$ cat config.mk
export PLATFORM = sky130hd
export DESIGN_NAME = round_sequencer_flat
export DESIGN_NICKNAME = d
export VERILOG_FILES = /design/src/rtl/round_sequencer_if.sv /design/src/rtl/round_sequencer.sv /design/src/flat_wrapper.sv
export SDC_FILE = /design/constraint.sdc
export NUM_CORES = 1
export LEC_CHECK = 0
export BUFFER_PORTS_ARGS = -buffer_cell sky130_fd_sc_hd__clkbuf_2
export CAP_MARGIN = 30
export CORE_ASPECT_RATIO = 1.2
export CORE_MARGIN = 2
export CORE_UTILIZATION = 51
export CTS_CLUSTER_DIAMETER = 50
export CTS_CLUSTER_SIZE = 28
export DETAILED_ROUTE_END_ITERATION = 10
export PLACE_DENSITY = 0.81
export SYNTH_ARGS = -nofsm -noshare
export SYNTH_HDL_FRONTEND = slang
export SYNTH_SLANG_ARGS = --single-unit
$ cat constraint.sdc
create_clock -name clk -period 3.1 [get_ports clk]
set_input_delay 0.155 -clock clk [delete_from_list [all_inputs] [get_ports clk]]
set_output_delay 0.155 -clock clk [all_outputs]
set_load 0.02 [all_outputs]
$ cat src/rtl/round_sequencer_if.sv
// Handshake bundle between round_sequencer and its button/compare/timer/display neighbours.
// master = sequencer side, slave = environment side.
interface round_sequencer_if;
    logic       btn_p;
    logic       check_valid;
    logic [5:0] check_result;
    logic       timer_finish;
    logic       gen_random;
    logic       timer_set;
    logic       timer_en;
    logic       check_start;
    logic [1:0] led_sel;
    logic [1:0] seg_sel;
    logic [3:0] tries_left;
    logic [7:0] score;

    modport master (
        input  btn_p, check_valid, check_result, timer_finish,
        output gen_random, timer_set, timer_en, check_start,
        output led_sel, seg_sel, tries_left, score
    );

    modport slave (
        output btn_p, check_valid, check_result, timer_finish,
        input  gen_random, timer_set, timer_en, check_start,
        input  led_sel, seg_sel, tries_left, score
    );
endinterface

$ cat src/rtl/round_sequencer.sv
// Guessing-game round FSM: arms a round, launches compares, decides WIN/LOSE, drives display selects.
// Optional saturating win counter enabled by ROUND_SEQUENCER_SCORE_EN.
module round_sequencer #(
    parameter int MAX_TRIES = 8,
    parameter int CHK_WAIT  = 15
) (
    input  logic                clk,
    input  logic                rst,
    round_sequencer_if.master   bus
);
    typedef enum logic [2:0] {
        S_IDLE, S_ARM, S_PLAY, S_CHECK, S_WIN, S_LOSE
    } state_t;

    state_t     r_state, w_next;
    logic       r_gen_random, r_timer_set, r_timer_en, r_check_start;
    logic [1:0] r_led_sel, r_seg_sel;
    logic [3:0] r_tries, r_wait;

    logic       w_match, w_timeout, w_launch;
    logic       w_timer_en;
    logic [1:0] w_led_sel, w_seg_sel;
    state_t     w_miss_dest;

    assign w_match     = (bus.check_result == 6'h3F);
    assign w_timeout   = (r_wait == 4'(CHK_WAIT - 1));
    assign w_miss_dest = (r_tries == 4'd0) ? S_LOSE : S_PLAY;
    assign w_launch    = (r_state == S_PLAY) && (w_next == S_CHECK);

    always_comb begin
        w_next     = r_state;
        w_timer_en = 1'b0;
        w_led_sel  = 2'd0;
        w_seg_sel  = 2'd0;
        case (r_state)
            S_IDLE:  if (bus.btn_p) w_next = S_ARM;
            S_ARM:   w_next = S_PLAY;
            S_PLAY: begin
                // timer expiry beats a coincident submit
                if (bus.timer_finish)  w_next = S_LOSE;
                else if (bus.btn_p)    w_next = S_CHECK;
            end
            S_CHECK: begin
                if (bus.check_valid) begin
                    if (w_match)                w_next = S_WIN;
                    else if (bus.timer_finish)  w_next = S_LOSE;
                    else                        w_next = w_miss_dest;
                end else if (bus.timer_finish) begin
                    w_next = S_LOSE;
                end else if (w_timeout) begin
                    w_next = w_miss_dest;
                end
            end
            S_WIN, S_LOSE: if (bus.btn_p) w_next = S_IDLE;
            default: w_next = S_IDLE;
        endcase

        // outputs are registered, so decode them from the state being entered
        case (w_next)
            S_PLAY, S_CHECK: begin
                w_timer_en = 1'b1;
                w_led_sel  = 2'd2;
                w_seg_sel  = 2'd1;
            end
            S_WIN: begin
                w_led_sel = 2'd1;
                w_seg_sel = 2'd2;
            end
            S_LOSE: begin
                w_led_sel = 2'd3;
                w_seg_sel = 2'd3;
            end
            default: ;
        endcase
    end

    always_ff @(posedge clk) begin
        if (rst) begin
            r_state       <= S_IDLE;
            r_gen_random  <= 1'b0;
            r_timer_set   <= 1'b0;
            r_timer_en    <= 1'b0;
            r_check_start <= 1'b0;
            r_led_sel     <= 2'd0;
            r_seg_sel     <= 2'd0;
            r_tries       <= 4'd0;
            r_wait        <= 4'd0;
        end else begin
            r_state       <= w_next;
            r_gen_random  <= (w_next == S_ARM);
            r_timer_set   <= (w_next == S_ARM);
            r_timer_en    <= w_timer_en;
            r_check_start <= w_launch;
            r_led_sel     <= w_led_sel;
            r_seg_sel     <= w_seg_sel;
            if (w_next == S_ARM)
                r_tries <= 4'(MAX_TRIES);
            else if (w_launch)
                r_tries <= r_tries - 4'd1;
            // counts CHECK cycles already spent; zero on the first one
            r_wait <= ((r_state == S_CHECK) && (w_next == S_CHECK)) ? r_wait + 4'd1 : 4'd0;
        end
    end

    assign bus.gen_random  = r_gen_random;
    assign bus.timer_set   = r_timer_set;
    assign bus.timer_en    = r_timer_en;
    assign bus.check_start = r_check_start;
    assign bus.led_sel     = r_led_sel;
    assign bus.seg_sel     = r_seg_sel;
    assign bus.tries_left  = r_tries;

`ifdef ROUND_SEQUENCER_SCORE_EN
    logic [7:0] r_score;

    always_ff @(posedge clk) begin
        if (rst)
            r_score <= 8'h00;
        else if ((w_next == S_WIN) && (r_state != S_WIN) && (r_score != 8'hFF))
            r_score <= r_score + 8'h01;
    end

    assign bus.score = r_score;
`else
    assign bus.score = 8'h00;
`endif
endmodule

$ cat src/flat_wrapper.sv
// flat-port wrapper written by rule: the top's interface ports become plain ports
module round_sequencer_flat 
#(
    parameter int MAX_TRIES = 8,
    parameter int CHK_WAIT  = 15
)
  (clk, rst, bus_btn_p, bus_check_valid, bus_check_result, bus_timer_finish, bus_gen_random, bus_timer_set, bus_timer_en, bus_check_start, bus_led_sel, bus_seg_sel, bus_tries_left, bus_score);
  round_sequencer_if bus_i ();
  input  logic clk;
  input  logic rst;
  input wire logic [$bits(bus_i.btn_p)-1:0] bus_btn_p;
  input wire logic [$bits(bus_i.check_valid)-1:0] bus_check_valid;
  input wire logic [$bits(bus_i.check_result)-1:0] bus_check_result;
  input wire logic [$bits(bus_i.timer_finish)-1:0] bus_timer_finish;
  output wire logic [$bits(bus_i.gen_random)-1:0] bus_gen_random;
  output wire logic [$bits(bus_i.timer_set)-1:0] bus_timer_set;
  output wire logic [$bits(bus_i.timer_en)-1:0] bus_timer_en;
  output wire logic [$bits(bus_i.check_start)-1:0] bus_check_start;
  output wire logic [$bits(bus_i.led_sel)-1:0] bus_led_sel;
  output wire logic [$bits(bus_i.seg_sel)-1:0] bus_seg_sel;
  output wire logic [$bits(bus_i.tries_left)-1:0] bus_tries_left;
  output wire logic [$bits(bus_i.score)-1:0] bus_score;
  assign bus_i.btn_p = bus_btn_p;
  assign bus_i.check_valid = bus_check_valid;
  assign bus_i.check_result = bus_check_result;
  assign bus_i.timer_finish = bus_timer_finish;
  assign bus_gen_random = bus_i.gen_random;
  assign bus_timer_set = bus_i.timer_set;
  assign bus_timer_en = bus_i.timer_en;
  assign bus_check_start = bus_i.check_start;
  assign bus_led_sel = bus_i.led_sel;
  assign bus_seg_sel = bus_i.seg_sel;
  assign bus_tries_left = bus_i.tries_left;
  assign bus_score = bus_i.score;
  round_sequencer #(.MAX_TRIES(MAX_TRIES), .CHK_WAIT(CHK_WAIT)) u_core (.clk(clk), .rst(rst), .bus(bus_i));
endmodule
---- Word level (Yosys, flattened, before mapping) ----
Cells that the tools add are included.
word-level totals
  output and inout port bits .............. 20
  register bits ........................... 18
operators by class
  add/subtract/negate cells ............... 2
  equal/unequal tests ..................... 12
  bitwise logic cells ..................... 1
  mux-type cells .......................... 16
  reduce and logical (&&, ||, !) cells .... 9
operators with widths
  operator                                              count
  2-to-1 mux 3 bit                                      10
  one-hot mux 3 bit (5 select lines)                    1
  equality test 3 x 2 -> 1 bit (second input constant)  4
  equality test 3 bit (second input constant)           4
  one-hot mux 2 bit (3 select lines)                    2
  2-to-1 mux 4 bit                                      2
  OR reduction 2 bit                                    4
  equality test 3 x 1 -> 1 bit (second input constant)  2
  equality test 6 bit (second input constant)           1
  adder 4 x 1 -> 4 bit (second input constant)          1
  equality test 4 bit (second input constant)           1
  logical NOT 4 bit                                     1
  subtractor 4 x 1 -> 4 bit (second input constant)     1
  logical NOT 3 bit                                     1
  logical AND 1 bit                                     2
  nonzero test 2 bit                                    1
  2-to-1 mux 1 bit                                      1
  inverter 1 bit                                        1

---- Depth between registers and ports, before layout ----
  depth after elaboration ................. 10
  mapped depth ............................ 10
  gate-level depth less buffers ........... 10

---- Least setup slack after synthesis ----
Ideal clock, no wire load.
  kind .................................... reg2reg
  start ................................... register u_core.r_tries[0] (netlist: u_core.bus.tries_left[0])
  end ..................................... register u_core.r_seg_sel[0] (netlist: u_core.bus.seg_sel[0])
  data required time ...................... 3.004 ns
  buffers on the path ..................... 0
  library setup time ...................... 0.096 ns
  arrival time ............................ 2.076 ns
  cell stages (with the launch flop) ...... 8
  setup slack ............................. 0.928 ns
  cell sequence ........................... dfxtp_1 -> inv_1 -> ha_1 -> or3b_4 -> a21o_1 -> a41oi_1 -> ha_1 -> o41ai_2
between the ends
  word-level cells in the longest chain between the ends .. 9
  elaborated cells on any way between the ends .. 14
  classes of those cells .................. eq/ne (4); mux (8); reduce/logical (2)
ends and longest elaborated chain
  item                                        RTL line                                      text
  start: declaration                          round_sequencer.sv:18                         logic [3:0] r_tries, r_wait;
  start signal: assignment                    round_sequencer.sv:97                         r_tries <= 4'(MAX_TRIES);
  start signal: assignment                    round_sequencer.sv:99                         r_tries <= r_tries - 4'd1;
  logical NOT 4 bit *                         round_sequencer.sv:27                         assign w_miss_dest = (r_tries == 4'd0) ? S_LOSE : S_PLAY;
  2-to-1 mux 3 bit *                          round_sequencer.sv:27
  2-to-1 mux 3 bit, on equally long branches  round_sequencer.sv:50, round_sequencer.sv:46
  2-to-1 mux 3 bit, on equally long branches  round_sequencer.sv:48, round_sequencer.sv:45
  2-to-1 mux 3 bit *                          round_sequencer.sv:44                         if (bus.check_valid) begin
  one-hot mux 3 bit (5 select lines) *        round_sequencer.sv:35                         case (r_state)
  equality test 3 x 2 -> 1 bit                round_sequencer.sv:59                         case (w_next)
  OR reduction 2 bit                          round_sequencer.sv:59
  one-hot mux 2 bit (3 select lines) *        round_sequencer.sv:59
  end signal: assignment                      round_sequencer.sv:95                         r_seg_sel <= w_seg_sel;
  end: declaration                            round_sequencer.sv:17                         logic [1:0] r_led_sel, r_seg_sel;
Every way passes the cells marked *; elsewhere a longest branch is shown, timed or not.
A chain may end at the register's enable or synchronous reset.

---- Worst setup path after layout ----
Ends and elaborated chain as after synthesis.

==> reports/summary.txt <==
Initial Utilization -> 53.9%
Synth Flop Type -> dfxtp_1
Setup TNS -> 0 ns
Final Setup Violations -> 0
synth cell count leaders -> 16 x dfxtp_1, 12 x nor2_1, 11 x buf_4, 6 x inv_1
slack of the critical path -> 0.829 ns
Final min period -> 2.27 ns
die area -> 2090 um2
H-tree levels -> 1
clk buf depth -> 2
pin count of the biggest net entering global routing -> 16
CTS buffer count -> 3
global-route wire length before repair -> 2740 um
Synth top area share -> 36.2%
Vias/cell -> 5.54
DP HPWL -> 1250 um
Leak Pwr -> 0.435 nW
DRC Markers -> 0
worst reg2reg path depth -> 7
Hold Path Class -> primary input to flop
Hold Buf Count CTS -> 0
Max Slew Vio Count -> 0
final hold slack -> 0.229 ns
final WL -> 1610 um
Max FO, Critical Path -> 4
post-synthesis async set-or-reset flop share -> 0%
area leader, netlist -> dfxtp_1
RePlAce Congestion -> 0.775
layout cells sized above 1 -> 24.2%
Avg WL per Cell -> 11.7 um
critical path class -> flop to flop
Cells after Synth -> 100
site row count -> 16
Critical Path Source -> u_core.bus.tries_left[0]
GRT Total Usage -> 16.7%
pre-CTS WS -> 0.846 ns
Post-synth EDFFs -> 0
slack of the worst reg-to-reg path -> 0.83 ns
peak supply drop -> 0.256 mV
Core ar. -> 1640 um2
WP data arrival -> 2.48 ns
DR iter-0 viols -> 19
Ports -> 31
most numerous cell in the Yosys netlist -> dfxtp_1
DIE HEIGHT -> 49.6 um
PD cells -> 463 nW/um2
status -> finished clean
Cells after DPL -> 134
Fin. Hold Viols -> 0
CTS Sinks -> 16
gr ovfl total -> 0
register area share after synthesis -> 36.2%
DRT antenna net count -> 0
cts repair resizes -> 0
die width -> 42.0 um
Fmax -> 440 MHz
Synth Register Bits -> 16
reg2reg end -> u_core.bus.seg_sel[0]
Nets -> 137
top cells by area, synth -> dfxtp_1 36%, buf_4 9.3%, ha_1 7.1%, nor2_1 5.1%, xnor2_1 4.0%
initial antenna violation count -> 0
top routing layer used -> met4
Worst Setup Start Kind -> flop
vias in the first global route -> 700
met3 wire length -> 79 um
skew final -> 0.00480 ns
worst-skew pair later-pin latency -> 0.30 ns
number of distinct library cells after synthesis -> 33
final core occ -> 59.8%
Cell Area, Synth -> 885 um2
Worst Setup End Kind -> flop
Port Buffer Count -> 22
post-CTS setup repair buffer count -> 0
unrepaired setup endpoints after global routing -> no
Diodes inserted -> 0
DR pass1 iterations -> 4
synth warn -> 0
WL met2 -> 850 um
crit path to -> u_core.bus.seg_sel[0]
fillers -> 154
Syn Area/Cell -> 8.85 um2
Max-Cap Viols -> 0
Final Cycle Share -> 73.3%
DR vias -> 765
fin cells -> 138
CTS tree -> done
WL met1 -> 647 um
Crit path required time -> 3.31 ns
area grow syn2layout -> 11.0%
Reg clk slew, reported paths -> 0.10 ns
RR Startpoint -> u_core.bus.tries_left[0]
Root Driver -> clkbuf_4
logic make-up (layout without fill, tap and decap cells):
family / Yosys count / after routing / share of synthesized area, %
other: 1 / 8 / 0.424
buffers and inverters: 19 / 32 / 13.6
flip-flops: 16 / 16 / 36.2
AO/OA/AOI/OAI: 12 / 12 / 11.6
AND/OR/NAND/NOR: 42 / 42 / 26.2
XOR/XNOR: 5 / 5 / 4.95
adder cells (fa/ha/maj): 5 / 5 / 7.07
area by class of cell:
type                       instances  area, um2  area share [%]
sequential                        16        320            32.6
clock buffer                       4       36.3            3.69
multi-input combinational         72        470            47.9
inverter                           6       22.5            2.29
tap                               18       22.5            2.29
timing repair buffer              22        110            11.2
state kept, by name, summed over array words and instances, names as in the netlist:
register                flops
u_core.bus.tries_left       4
u_core.bus.check_start      1
u_core.r_wait               4
u_core.bus.led_sel          1
u_core.bus.timer_en         1
u_core.bus.gen_random       1
u_core.bus.seg_sel          1
u_core.r_state              3
worst max-delay path: stages (launching register included):
cell     delay (ns)
dfxtp_1        0.35
inv_1          0.07
ha_1           0.18
or3b_4         0.40
a21o_1         0.18
a41oi_1        0.36
ha_1           0.32
o41ai_2        0.32
report_power, final:
group,switching [mW],total [mW],internal [mW],leakage (nW)
logic,0.0559,0.0894,0.0335,0.284
registers,0.00983,0.224,0.214,0.130
clock network,0.0697,0.141,0.0717,0.0210
worst min-delay path by stage:
stage / startpoint / endpoint / slack (ns) / depth (start not counted)
final: rst / u_core.bus.timer_en / 0.23 / 2
after global routing: rst / u_core.bus.tries_left[3] / 0.27 / 2
after CTS: rst / u_core.bus.timer_en / 0.23 / 2
after detailed placement: u_core.r_wait[0] / u_core.r_wait[0] / 0.49 / 1
after global placement: u_core.r_wait[0] / u_core.r_wait[0] / 0.48 / 1
after floorplan: rst / u_core.bus.led_sel[0] / 0.23 / 1
stage by stage:
| step | power [mW] | cell area [um2] |
|---|---|---|
| finish | 0.455 | 982 |
| global route | 0.479 | 982 |
| CTS | 0.459 | 982 |
| detailed placement | 0.318 | 946 |
| global placement | 0.315 | 946 |
| floorplan | 0.304 | 911 |
placed cells by master (no fill, tap or decap):
| master | count |
|---|---|
| nor2b_1 | 2 |
| nor3b_1 | 3 |
| nand2_1 | 5 |
| nand2b_1 | 4 |
| a211oi_2 | 1 |
| nor4_1 | 5 |
| o21a_1 | 1 |
| clkbuf_4 | 3 |
| a211oi_1 | 2 |
| nand3_1 | 1 |
| nand4_1 | 2 |
| a31oi_1 | 1 |
| or3_1 | 3 |
| a21oi_1 | 1 |
| conb_1 | 8 |
| clkbuf_8 | 1 |
| nor4b_1 | 2 |
| a41oi_1 | 1 |
| xor2_1 | 1 |
| or3b_4 | 1 |
| clkbuf_2 | 22 |
| o41ai_2 | 1 |
| a21o_1 | 1 |
| inv_1 | 6 |
| nor3_1 | 1 |
| o32ai_1 | 1 |
| nor2_1 | 12 |
| ha_1 | 5 |
| a32o_1 | 1 |
| dfxtp_1 | 16 |
| o21ai_0 | 1 |
| xnor2_1 | 4 |
| and3_1 | 1 |
routing by layer:
metal  vias to the layer above  track usage [%]
li1                        374                -
met1                       359             19.0
met2                        27             30.2
met3                         5             2.20
met4                         0             7.81
met5                         -                0
(Power assumes the default switching activity.)
